[src/rtl/rebotin_pkg.sv]
// Shared types for the LED bouncer pattern decoder: FSM state encoding and error codes.
package rebotin_pkg;

  typedef enum logic [1:0] {
    ST_IDLE  = 2'd0,
    ST_TRACK = 2'd1,
    ST_ERROR = 2'd2
  } state_e;

  localparam logic [1:0] ERR_NONE       = 2'b00;
  localparam logic [1:0] ERR_NOT_ONEHOT = 2'b01;
  localparam logic [1:0] ERR_BAD_STEP   = 2'b10;
  localparam logic [1:0] ERR_STALL      = 2'b11;

endpackage

[src/rtl/rebotin_onehot_enc.sv]
// Combinational one-hot check and bit-index encoder for the observed LED pattern.
module rebotin_onehot_enc #(
  parameter int  WIDTH = 8,
  localparam int IW    = $clog2(WIDTH)
) (
  input  logic [WIDTH-1:0] q,
  output logic             is_onehot,
  output logic [IW-1:0]    idx
);

  always_comb begin
    idx = '0;
    for (int i = 0; i < WIDTH; i++) begin
      if (q[i]) idx = idx | IW'(i);
    end
    is_onehot = (q != '0) && ((q & (q - WIDTH'(1))) == '0);
  end

endmodule

[src/rtl/rebotin_decoder.sv]
// Decodes the bouncing one-hot LED pattern into position, direction, sweep status and errors.
// Defining REBOTIN_DEC_SYNC_EN inserts a 2-flop input synchronizer (latency 1 -> 3 cycles).
// state | meaning
// IDLE  | waiting for the first one-hot pattern
// TRACK | locked; every pattern change must be the next bounce step
// ERROR | bad pattern, bad move or stall; a change to one-hot relocks
module rebotin_decoder
  import rebotin_pkg::*;
#(
  parameter int  WIDTH          = 8,
  parameter int  TIMEOUT_CYCLES = 20000000,
  parameter int  SWEEP_CNT_W    = 16,
  localparam int IW             = $clog2(WIDTH)
) (
  input  logic                   clk,
  input  logic                   rst_n,
  input  logic [WIDTH-1:0]       q_in,
  output logic [IW-1:0]          pos,
  output logic                   pos_valid,
  output logic                   dir,
  output logic                   step,
  output logic                   sweep_done,
  output logic [SWEEP_CNT_W-1:0] sweep_count,
  output logic                   err,
  output logic [1:0]             err_code
);

  localparam int                CNT_W      = (TIMEOUT_CYCLES > 1) ? $clog2(TIMEOUT_CYCLES) : 1;
  localparam logic [CNT_W-1:0]  STALL_LAST = CNT_W'(TIMEOUT_CYCLES - 1);
  localparam logic [IW-1:0]     TOP_IDX    = IW'(WIDTH - 1);

  logic [WIDTH-1:0] q_s;

`ifdef REBOTIN_DEC_SYNC_EN
  logic [WIDTH-1:0] sync1_q, sync2_q;

  always_ff @(posedge clk or negedge rst_n) begin
    if (!rst_n) begin
      sync1_q <= '0;
      sync2_q <= '0;
    end else begin
      sync1_q <= q_in;
      sync2_q <= sync1_q;
    end
  end
  assign q_s = sync2_q;
`else
  assign q_s = q_in;
`endif

  logic                   is_onehot;
  logic [IW-1:0]          idx;

  rebotin_onehot_enc #(.WIDTH(WIDTH)) u_enc (
    .q         (q_s),
    .is_onehot (is_onehot),
    .idx       (idx)
  );

  state_e                 state_q, state_d;
  logic [WIDTH-1:0]       q_prev_q;
  logic [CNT_W-1:0]       stall_cnt_q, stall_cnt_d;
  logic [IW-1:0]          pos_q, pos_d;
  logic                   pos_valid_q, pos_valid_d;
  logic                   dir_q, dir_d;
  logic                   step_q, step_d;
  logic                   sweep_done_q, sweep_done_d;
  logic [SWEEP_CNT_W-1:0] sweep_count_q, sweep_count_d;
  logic                   err_q, err_d;
  logic [1:0]             err_code_q, err_code_d;
  logic                   change, relock;
  logic [1:0]             fault;
  logic [WIDTH-1:0]       expected;

  assign change = (q_s != q_prev_q);

  always_comb begin
    state_d       = state_q;
    pos_d         = pos_q;
    pos_valid_d   = pos_valid_q;
    dir_d         = dir_q;
    step_d        = 1'b0;
    sweep_done_d  = 1'b0;
    sweep_count_d = sweep_count_q;
    err_d         = err_q;
    err_code_d    = err_code_q;
    stall_cnt_d   = '0;
    relock        = 1'b0;
    fault         = ERR_NONE;
    expected      = dir_q ? (q_prev_q << 1) : (q_prev_q >> 1);

    case (state_q)
      ST_IDLE:  relock = is_onehot;
      ST_ERROR: relock = change && is_onehot;
      ST_TRACK: begin
        // a change always wins over a stall expiring on the same edge
        if (change) begin
          if (!is_onehot) begin
            fault = ERR_NOT_ONEHOT;
          end else if (q_s != expected) begin
            fault = ERR_BAD_STEP;
          end else begin
            pos_d  = idx;
            step_d = 1'b1;
            if (idx == TOP_IDX || idx == '0) begin
              sweep_done_d = 1'b1;
              dir_d        = (idx == '0);
              if (sweep_count_q != '1) sweep_count_d = sweep_count_q + SWEEP_CNT_W'(1);
            end
          end
        end else if (TIMEOUT_CYCLES > 0) begin
          if (stall_cnt_q == STALL_LAST) fault = ERR_STALL;
          else                           stall_cnt_d = stall_cnt_q + CNT_W'(1);
        end
      end
      default: state_d = ST_IDLE;
    endcase

    if (relock) begin
      state_d     = ST_TRACK;
      pos_d       = idx;
      pos_valid_d = 1'b1;
      dir_d       = (idx != TOP_IDX);
      err_d       = 1'b0;
      err_code_d  = ERR_NONE;
    end
    if (fault != ERR_NONE) begin
      state_d     = ST_ERROR;
      pos_valid_d = 1'b0;
      err_d       = 1'b1;
      err_code_d  = fault;
    end
  end

  always_ff @(posedge clk or negedge rst_n) begin
    if (!rst_n) begin
      state_q       <= ST_IDLE;
      q_prev_q      <= '0;
      stall_cnt_q   <= '0;
      pos_q         <= '0;
      pos_valid_q   <= 1'b0;
      dir_q         <= 1'b0;
      step_q        <= 1'b0;
      sweep_done_q  <= 1'b0;
      sweep_count_q <= '0;
      err_q         <= 1'b0;
      err_code_q    <= ERR_NONE;
    end else begin
      state_q       <= state_d;
      q_prev_q      <= q_s;
      stall_cnt_q   <= stall_cnt_d;
      pos_q         <= pos_d;
      pos_valid_q   <= pos_valid_d;
      dir_q         <= dir_d;
      step_q        <= step_d;
      sweep_done_q  <= sweep_done_d;
      sweep_count_q <= sweep_count_d;
      err_q         <= err_d;
      err_code_q    <= err_code_d;
    end
  end

  assign pos         = pos_q;
  assign pos_valid   = pos_valid_q;
  assign dir         = dir_q;
  assign step        = step_q;
  assign sweep_done  = sweep_done_q;
  assign sweep_count = sweep_count_q;
  assign err         = err_q;
  assign err_code    = err_code_q;

endmodule
[config.mk]
export PLATFORM = sky130hd
export DESIGN_NAME = rebotin_decoder
export DESIGN_NICKNAME = d
export VERILOG_FILES = /design/src/rtl/rebotin_pkg.sv /design/src/rtl/rebotin_onehot_enc.sv /design/src/rtl/rebotin_decoder.sv
export SDC_FILE = /design/constraint.sdc
export NUM_CORES = 1
export LEC_CHECK = 0
export BUFFER_PORTS_ARGS = -buffer_cell sky130_fd_sc_hd__buf_2
export CAP_MARGIN = 10
export CORE_MARGIN = 2
export CORE_UTILIZATION = 60
export CTS_BUF_LIST = sky130_fd_sc_hd__clkbuf_2
export DETAILED_ROUTE_END_ITERATION = 16
export GPL_TIMING_DRIVEN = 0
export MAX_ROUTING_LAYER = met4
export PLACE_DENSITY_LB_ADDON = 0.08
export RECOVER_POWER = 100
export SETUP_SLACK_MARGIN = 0.5
export SYNTH_ARGS = -nofsm -noshare
export SYNTH_HDL_FRONTEND = slang
export SYNTH_SLANG_ARGS = --single-unit
[constraint.sdc]
create_clock -name clk -period 4.28 [get_ports clk]
set_clock_uncertainty 0.05 [all_clocks]
set_input_delay 0 -clock clk [delete_from_list [all_inputs] [get_ports clk]]
set_output_delay 0 -clock clk [all_outputs]
set_load 0.02 [all_outputs]
==> results.yml, run 1 <==
route:
  wl_per_cell_um: 15.4
  antenna_left: 0
  drt_iter0_drc: 130
  drc: 0
  totalWireLength_um: 6980
  drt_first_pass_iters: 4
  vias_per_cell: 5.71
  dr_total_vias: 2586
finish:
  diodes: 0
  drive_above_1_share_pct: 10.2
  most-common-layout-cells: "61 x dfrtp_1, 44 x nor2_1, 40 x clkbuf_1, 34 x xor2_1, 21 x nand3_1"
  fill_cells: 490
  final_common_cell: "dfrtp_1"
  final_nets: 389
  syn2layout_area_growth_pct: 10.6
synth:
  synth_top_area_share_pct: 45.6
  ys_top_cells_by_area: "dfrtp_1 46%, xor2_1 8.9%, nor4_2 5.6%"
  synthFlopType: "dfrtp_1"
  yosysTopAreaCell: "dfrtp_1"
  syn-cell-area_mm2: 0.00335
  synth-edff-count: 0
  synth_seq_cells: 61
  async_flop_share_pct: 100
  ys_seq_area_share_pct: 45.6
  avgSynthCellArea_um2: 10.4
  yosysWarnings: 0
  syn-num-nets: 333
  yosysUniqueCellTypes: 53
  synthCells: 321
grt:
  grt_pass1_wl_um: 11900
  grt_pass1_vias: 2601
  grt_max_degree: 36
  grt_overflow: 0
  grt_usage_pct: 25.2
  grt_antenna_before_repair: 0
job:
  cap_violations: 1
timing:
  period_needed_ns: 2.71
  tightest_slew_ns: 1.52
  layout_worst_path_cycle_share_pct: 63.4
  fin_tns_setup_ns: 0
  grt_setup_unrepaired: "no"
  finalHoldViolations: 0
  slew_headroom_pct: -1.11
  max_freq_ghz: 0.368
  setup_viol: 0
  drv_slew: 27
  setup_ws_ns: 1.57
clock_tree:
  clk_pin_slew_ns: 0.16
  cts_resized: 0
  h-tree-depth: 3
  clkLatencyLatePin_ns: 0.49
  cts_tree: "yes"
  clk_path_buf_depth: 2
  cts_buffers: 9
  root_buffer: "clkbuf_2"
  cts_sinks: 61
critical_path:
  setup.worst_path.start_class: "flop"
  r2r_end: "stall_cnt_q[22]$_DFF_PN0_"
  cp.arrival_ns: 3.09
  endpoint_kind: "flop"
  r2r_cells: 7
  cp_max_fo: 10
  crit_type: "reg -> reg"
  required_ns: 4.65
  r2r-start: "q_prev_q[1]$_DFF_PN0_"
  reg2reg_slack_ns: 1.57
place:
  pre_cts_ws_ns: 1.99
  gp_congestion: 0.826
  dp_hpwl_um: 4900
  portBuffers: 35
power_and_ir_drop:
  power_density_mw_per_mm2: 352
  irDropWorstVdd_mv: 0.258
  power.leakage_nw: 1.56
  finalPower_mw: 1.31
die:
  io_pins: 36
  die_x_um: 78.7
  initial_core_util_pct: 61.6
  core_area_mm2: 0.00544
  die_h_um: 78.7
  rows: 27
  dieArea_mm2: 0.00620
hold_path:
  min_path_cells: 2
  hold_class: "in -> reg"
  hold_end: "q_prev_q[1]$_DFF_PN0_"
  worstHoldStart: "q_in[1]"
outcome:
  status: "finished, violations left"
  violations: "max-capacitance violations, max-slew violations"
metal layers:
metal  part of all wire [%]  track usage (%)  vias to the layer above
li1                       -                -                     1257
met1                     47             33.3                     1246
met2                     47             38.5                       65
met3                    4.1             4.89                       18
met4                    2.0             10.4                        0
met5                      0                -                        -
worst max-delay path, stage by stage (launching register included):
cell and delay (ns):
dfrtp_1 0.46, xor2_1 0.16, nor4_1 0.69, nand2_1 0.24, or3_1 0.39, clkbuf_1 0.21
clkbuf_1 0.29, nor2_1 0.16
through the flow:
stage          hold WS (ns)  utilization [%]  instances  area, um^2
2_1_floorplan        -0.346                -        321        3350
6_report              0.107             68.2        453        3710
4_1_cts              0.0142             71.2        453        3870
3_5_place_dp        0.00427             66.9        429        3640
3_3_place_gp         0.0691             66.5        428        3620
5_1_grt              0.0660             68.2        453        3710
synthesized netlist by cell type, types with 2 or more instances:
| master | number |
|---|---|
| a21oi_1 | 4 |
| a22o_1 | 2 |
| a22oi_1 | 2 |
| a31oi_1 | 4 |
| and4_1 | 6 |
| buf_2 | 6 |
| buf_6 | 5 |
| clkbuf_1 | 4 |
| dfrtp_1 | 61 |
| ha_1 | 2 |
| inv_1 | 5 |
| mux2_1 | 2 |
| mux2i_1 | 7 |
| nand2_1 | 19 |
| nand2_2 | 3 |
| nand2b_1 | 2 |
| nand3_1 | 19 |
| nand3_2 | 2 |
| nand4_1 | 8 |
| nand4b_1 | 2 |
| nor2_1 | 44 |
| nor3_1 | 4 |
| nor3_2 | 2 |
| nor4_1 | 4 |
| nor4_2 | 15 |
| o21ai_0 | 3 |
| o22ai_1 | 2 |
| o31ai_1 | 4 |
| or2_2 | 2 |
| or3_1 | 6 |
| xnor2_1 | 15 |
| xor2_1 | 34 |
logic make-up (layout without fill, tap and decap cells):
group / after synthesis / after routing / share of synthesized area, %
and+or+nand+nor: 148 / 148 / 27.4
DFF: 61 / 61 / 45.6
xor gates and xnor gates: 49 / 49 / 12.8
AOI/OAI and AO/OA: 31 / 31 / 6.80
buffers and inverters: 20 / 80 / 3.58
muxes: 9 / 9 / 2.76
adders and majority gates: 3 / 3 / 1.05
state kept, by name, summed over array words and instances (netlist names):
signal / flops
pos_valid: 1
pos: 3
state_q: 2
step: 1
dir: 1
stall_cnt_q: 25
err_code: 2
err: 1
sweep_done: 1
sweep_count: 16
q_prev_q: 8
where the power goes:
part	total [mW]	internal, mW	switching [mW]	leakage [nW]
registers	0.646	0.615	0.0312	0.812
logic	0.204	0.0759	0.129	0.657
clock network	0.454	0.244	0.210	0.0868
worst max path at each step:
stage | start | endpoint | cells past startpoint
final | q_prev_q[1]$_DFF_PN0_ | stall_cnt_q[22]$_DFF_PN0_ | 7
after global routing | q_prev_q[1]$_DFF_PN0_ | sweep_count[1]$_DFFE_PN0P_ | 7
after CTS | q_prev_q[1]$_DFF_PN0_ | pos[1]$_DFFE_PN0P_ | 6
after detailed placement | dir$_DFFE_PN0P_ | sweep_count[1]$_DFFE_PN0P_ | 8
after global placement | dir$_DFFE_PN0P_ | sweep_count[1]$_DFFE_PN0P_ | 8
after floorplan | dir$_DFFE_PN0P_ | sweep_count[1]$_DFFE_PN0P_ | 8
area by class of cell:
type                    count  area [um^2]  share of cell area [%]
multi-input cells         240         1600                    43.2
flip-flops and latches     61         1530                    41.2
repair buffers             45          245                    6.61
clock inverters             6          103                    2.77
well taps                  72         90.1                    2.43
plain buffers              15         77.6                    2.09
clock buffers               9         45.0                    1.21
inverters                   5         18.8                   0.506
what timing repair did:
| item | in CTS | in global routing |
|---|---|---|
| endpoints found under the hold margin | 71 | 0 |
| buffers inserted | 0 | 0 |
| hold buffers | 9 | 0 |
Note: power is estimated with default switching activity, not from simulation.
==> run 2: changes to the inputs <==
- ABC_AREA: unset -> 1
- CORE_UTILIZATION: 60 -> 56
- clock period: 4.28 -> 2.48 ns (I/O delays scaled with it)
==> run 2 against run 1 <==
Compared with the run above:
- combinational power increased by 110%
- global-route usage decreased by 0.58 points
- die area increased by 21%
- the flow now finishes without violations
- sequential power increased by 70%
- largest power group unchanged
- synthesized area increased by 14%
- sequential share of layout area decreased by 5.6 points
- register-to-register slack got worse by 1.2 ns
==> results.yml, run 2 <==
critical_path:
  crit_top_cell: "nand2_1"
  cpMaxStageDelayCell: "dfrtp_1"
  setup.worst_path.start_class: "flop"
  worst-path-buf-inv: 2
  crit_type: "reg -> reg"
  path_cells: "buf_4 > nand2_1 > nand2_1 > nand2_1 > nand3_1 > nor2_2 > nand2_1 > nor2_1 > nand3_1 > buf_8 > nand2_1 > o21ai_2"
  cpLargestDelayFamily: "simple AND/OR/NAND/NOR gates"
  slowest_delay_ns: 0.45
  cp.arrival_ns: 2.40
  cp_max_fo: 10
  required_ns: 2.82
  endpoint_kind: "flop"
grt:
  grt_overflow: 0
  grt_max_degree: 34
  grt_pass1_vias: 3117
  grt_usage_pct: 24.6
  grt_pass1_wl_um: 14200
  grt_antenna_before_repair: 0
place:
  place_area_mm2: 0.00412
  pre_cts_ws_ns: 0.480
  gp_congestion: 0.899
  dp_hpwl_um: 5840
  portBuffers: 35
timing:
  layout_worst_path_cycle_share_pct: 83.4
  drv_slew: 0
  finalHoldViolations: 0
  grt_setup_unrepaired: "no"
  period_needed_ns: 2.07
  hold_ws_ns: 0.131
  fin_tns_setup_ns: 0
  setup_ws_ns: 0.411
  setup_viol: 0
  tightest_slew_ns: 0.831
  slew_headroom_pct: 44.6
  max_freq_ghz: 0.483
route:
  wl_per_cell_um: 13.1
  dr_total_vias: 3301
  antenna_left: 0
  drt_first_pass_iters: 4
  drc: 0
  drt_iter0_drc: 129
  totalWireLength_um: 8300
  vias_per_cell: 5.20
synth:
  syn-cell-area_mm2: 0.00382
  synth_top_area_share_pct: 39.9
  synth_top_family_by_area: "simple AND/OR/NAND/NOR gates"
  avgSynthCellArea_um2: 7.85
  ys_seq_area_share_pct: 39.9
  yosysWarnings: 0
  synthCells: 487
  synthMuxAreaShare_pct: 0
  yosysUniqueCellTypes: 35
  synth-edff-count: 0
  synth_xor_area_share_pct: 6.19
  synth-adder-area-share_pct: 0.655
  synthSimpleGateAreaFrac_pct: 35.7
  synth_seq_cells: 61
  syn-num-nets: 499
  synth_compound_area_share_pct: 9.43
  async_flop_share_pct: 100
  ys_top_cells_by_area: "dfrtp_1 40%, nand2_1 11%, inv_1 5.8%"
  yosysTopAreaCell: "dfrtp_1"
  synth.most_common_cell: "nand2_1"
  synthFlopType: "dfrtp_1"
  synth.top_cells.by_count: "111 x nand2_1, 61 x dfrtp_1, 59 x inv_1"
die:
  io_pins: 36
  die_x_um: 86.6
  dieArea_mm2: 0.00750
  initial_core_util_pct: 57.2
  die_h_um: 86.6
  rows: 30
  core_area_mm2: 0.00668
finish:
  largest_reg_flops: 25
  final_common_cell: "nand2_1"
  fill_cells: 650
  most-common-layout-cells: "124 x nand2_1, 59 x dfrtp_1, 58 x inv_1, 55 x nor2_1, 33 x nand3_1"
  diodes: 0
  syn2layout_area_growth_pct: 12.4
  final_nets: 563
  drive_above_1_share_pct: 16.8
  top_register: "stall_cnt_q"
  final_area_mm2: 0.00429
power_and_ir_drop:
  irDropWorstVdd_mv: 0.337
  power_density_mw_per_mm2: 517
  power.leakage_nw: 1.89
clock_tree:
  clk_pin_slew_ns: 0.16
  clkLatencyLatePin_ns: 0.49
  h-tree-depth: 3
  cts_sinks: 61
  cts_buffers: 9
  root_buffer: "clkbuf_2"
  cts_tree: "yes"
  clk_path_buf_depth: 2
job:
  cap_violations: 0
outcome:
  status: "finished, final reports clean"
hold_path:
  hold_class: "in -> reg"
## run 2: cells by family after synthesis
| kind of cell | after synthesis |
|---|---|
| simple gates | 277 |
| buf+inv | 71 |
| flops | 61 |
| compound gates | 49 |
| xor+xnor | 27 |
| fa+ha+maj | 2 |
## run 2: final cells by class
class | instances | area, um^2 | area share, %
clock buffer | 9 | 45.0 | 1.05
timing repair buffer | 53 | 293 | 6.82
tap | 80 | 100 | 2.33
clock inverter | 6 | 78.8 | 1.84
buffer | 8 | 86.3 | 2.01
multi-input combinational | 355 | 1920 | 44.8
inverter | 63 | 239 | 5.57
sequential | 61 | 1530 | 35.6
## run 2: repair_timing
action                     CTS  global route
hold endpoints to repair    72             0
pin swaps                    1             4
hold buffers                11             0
setup endpoints to repair   10            40
setup buffers                0             5
gates cloned                 0             1
resized for setup            1            22
## run 2: path summary, 6_finish.rpt
kind                                     startpoint                          to  slack, ns  depth (start not counted)
max in group asynchronous                     rst_n    stall_cnt_q[4]$_DFF_PN0_       0.64                          4
min in group asynchronous                     rst_n          pos[0]$_DFFE_PN0P_       0.54                          3
hold / removal                              q_in[4]       q_prev_q[4]$_DFF_PN0_       0.13                          2
setup / recovery                    dir$_DFFE_PN0P_  sweep_count[4]$_DFFE_PN0P_       0.41                         12
setup reg to reg                    dir$_DFFE_PN0P_  sweep_count[4]$_DFFE_PN0P_       0.41                         12
hold reg to reg            stall_cnt_q[0]$_DFF_PN0_    stall_cnt_q[0]$_DFF_PN0_       0.44                          1
## run 2: metrics by stage
stage	utilization, %	instances	power, mW
6_report	64.3	635	2.22
5_1_grt	64.3	635	2.35
4_1_cts	65.2	629	2.24
3_5_place_dp	61.6	603	1.54
3_3_place_gp	61.3	602	1.52
2_1_floorplan	-	487	1.39
## run 2: where the power goes
group          internal (mW)  leakage (nW)  switching, mW  total (mW)
Clock                  0.319        0.0705          0.368       0.687
Combinational          0.151          1.01          0.282       0.433
Sequential              1.06         0.814         0.0453        1.10
Total                   1.53          1.89          0.695        2.22
## run 2: worst reg2reg max path: stages (launching register included)
cell,delay (ns)
dfrtp_1,0.45
buf_4,0.19
nand2_1,0.09
nand2_1,0.06
nand2_1,0.06
nand3_1,0.09
nor2_2,0.14
nand2_1,0.12
nor2_1,0.11
nand3_1,0.26
buf_8,0.25
nand2_1,0.08
o21ai_2,0.06
## run 2: metal layers
metal	track usage (%)	wire (um)	vias to the layer above
met5	-	0	-
met2	38.4	4020	49
met1	33.1	3910	1552
li1	-	-	1688
met3	4.38	257	12
met4	7.10	107	0
==> run 3: changes to the inputs <==
- clock period: 2.48 -> 1.8 ns (I/O delays scaled with it)
==> run 3 against run 2 <==
Compared with the run above:
- the run now ends with negative setup slack left
- total power grew 43%
- clock power grew 45%
- setup slack lost 0.49 ns
- register-to-register slack lost 0.49 ns
- clock-buffer cell count grew 2
- via count grew 6.2%
- critical path type unchanged
- critical endpoint is now sweep_count[12]$_DFFE_PN0P_
- largest cell class unchanged
- highest routed layer unchanged
==> results.yml, run 3 (synthesis results as in run 2) <==
outcome:
  status: "finished, violations left"
  violations: "negative setup slack"
finish:
  multiInputGateArea_mm2: 0.00232
  final_nets: 595
  post-route-util_pct: 75.3
  final_area_mm2: 0.00503
  top_register: "stall_cnt_q"
  fill_cells: 502
  diodes: 0
  final_common_cell: "nand2_1"
  largest_reg_flops: 25
  syn2layout_area_growth_pct: 31.6
  drive_above_1_share_pct: 36.9
  seq_area_mm2: 0.00154
  most-common-layout-cells: "93 x nand2_1, 54 x inv_1, 53 x dfrtp_1, 43 x nor2_1, 29 x buf_4"
  final_cells: 668
critical_path:
  worst-path-buf-inv: 3
  setup.worst_path.start_class: "flop"
  cpLargestDelayFamily: "simple AND/OR/NAND/NOR gates"
  cp.arrival_ns: 2.24
  required_ns: 2.16
  cpMaxStageDelayCell: "dfrtp_2"
  crit_type: "reg -> reg"
  slowest_delay_ns: 0.47
  endpoint_kind: "flop"
  cp_max_fo: 10
  path_cells: "inv_2 > buf_6 > nand2_2 > nand2_1 > nand2_1 > nand2_1 > nand2_2 > nor2_4 > nand2_4 > nor2_4 > nand3_4 > buf_8 > nand2_2 > o21ai_2"
clock_tree:
  cts_tree: "yes"
  cts_sinks: 61
  clk_pin_slew_ns: 0.18
  cts_buffers: 9
  h-tree-depth: 3
  clkLatencyLatePin_ns: 0.52
  clk_path_buf_depth: 2
  root_buffer: "clkbuf_2"
route:
  drt_iter0_drc: 190
  antenna_left: 0
  vias_per_cell: 5.25
  wl_per_cell_um: 13.8
  totalWireLength_um: 9190
  drc: 0
  dr_total_vias: 3505
  drt_first_pass_iters: 4
place:
  place_inst: 603
  portBuffers: 35
  gp_congestion: 0.908
  dp_hpwl_um: 5850
  place_area_mm2: 0.00425
hold_path:
  hold_class: "in -> async"
die:
  die_x_um: 86.6
  dieArea_mm2: 0.00750
  initial_core_util_pct: 57.2
  io_pins: 36
  rows: 30
  core_area_mm2: 0.00668
  die_h_um: 86.6
timing:
  period_needed_ns: 1.88
  finalHoldViolations: 0
  hold_ws_ns: 0.0112
  drv_slew: 0
  setup_ws_ns: -0.0810
  max_freq_ghz: 0.532
  tightest_slew_ns: 0.784
  layout_worst_path_cycle_share_pct: 105
  slew_headroom_pct: 47.7
  setup_viol: 17
  grt_setup_unrepaired: "yes"
grt:
  grt_pass1_wl_um: 15200
  grt_pass1_vias: 3372
  grt_usage_pct: 26.5
  grt_max_degree: 32
  grt_antenna_before_repair: 0
  grt_overflow: 0
power_and_ir_drop:
  power_density_mw_per_mm2: 633
  power.leakage_nw: 2.20
  irDropWorstVdd_mv: 0.519
job:
  cap_violations: 0
==> run 3: cell types whose count changed in the layout (fill, tap and decap cells not counted), sizes merged <==
cell | previous run | this run
buf | 17 | 58
inv | 63 | 62
clkbuf | 42 | 35
==> run 3: per-stage QoR <==
step	setup TNS, ns	power, mW	setup WS [ns]
after floorplan	0	1.92	0.0911
after global placement	-0.327	2.10	-0.0445
after detailed placement	-0.735	2.12	-0.0556
after CTS	-0.0341	3.19	-0.0162
after global routing	-3.44	3.35	-0.186
final	-0.919	3.18	-0.0810
==> run 3: layer usage <==
layer | track usage, % | vias to the layer above | wire length [um]
met5 | - | - | 0
met4 | 11.6 | 0 | 150
met3 | 4.10 | 17 | 400
met2 | 43.2 | 93 | 4590
met1 | 32.6 | 1636 | 4050
li1 | - | 1759 | -
==> run 3: final cells by class <==
cell class | count | area share [%]
Inverter | 63 | 4.80
Clock inverter | 5 | 1.52
Tap cell | 80 | 1.99
Multi-Input combinational cell | 355 | 46.1
Timing Repair Buffer | 85 | 12.1
Sequential cell | 61 | 30.5
Buffer | 8 | 1.87
Clock buffer | 11 | 1.09
==> run 3: power breakdown <==
part	leakage [nW]	switching (mW)	internal, mW
sequential	0.806	0.0706	1.46
clock	0.0796	0.534	0.465
combinational	1.32	0.415	0.240
==> run 3: path summary, 6_finish.rpt <==
| path | startpoint | end | slack (ns) | cells after the start |
|---|---|---|---|---|
| min reg2reg | stall_cnt_q[21]$_DFF_PN0_ | stall_cnt_q[21]$_DFF_PN0_ | 0.46 | 1 |
| max in group asynchronous | rst_n | q_prev_q[6]$_DFF_PN0_ | 0.40 | 3 |
| max reg2reg | dir$_DFFE_PN0P_ | sweep_count[12]$_DFFE_PN0P_ | -0.08 | 14 |
| min | rst_n | sweep_count[5]$_DFFE_PN0P_ | 0.01 | 2 |
| max | dir$_DFFE_PN0P_ | sweep_count[12]$_DFFE_PN0P_ | -0.08 | 14 |
| min in group clk | q_in[5] | pos[2]$_DFFE_PN0P_ | 0.07 | 6 |
==> run 3: what timing repair did <==
item	in CTS	in global routing
endpoints found under the hold margin	72	0
pin swaps	23	6
setup endpoints to repair	55	61
hold buffers	11	0
cloned	2	1
resized for setup	42	39
buffers inserted	28	7
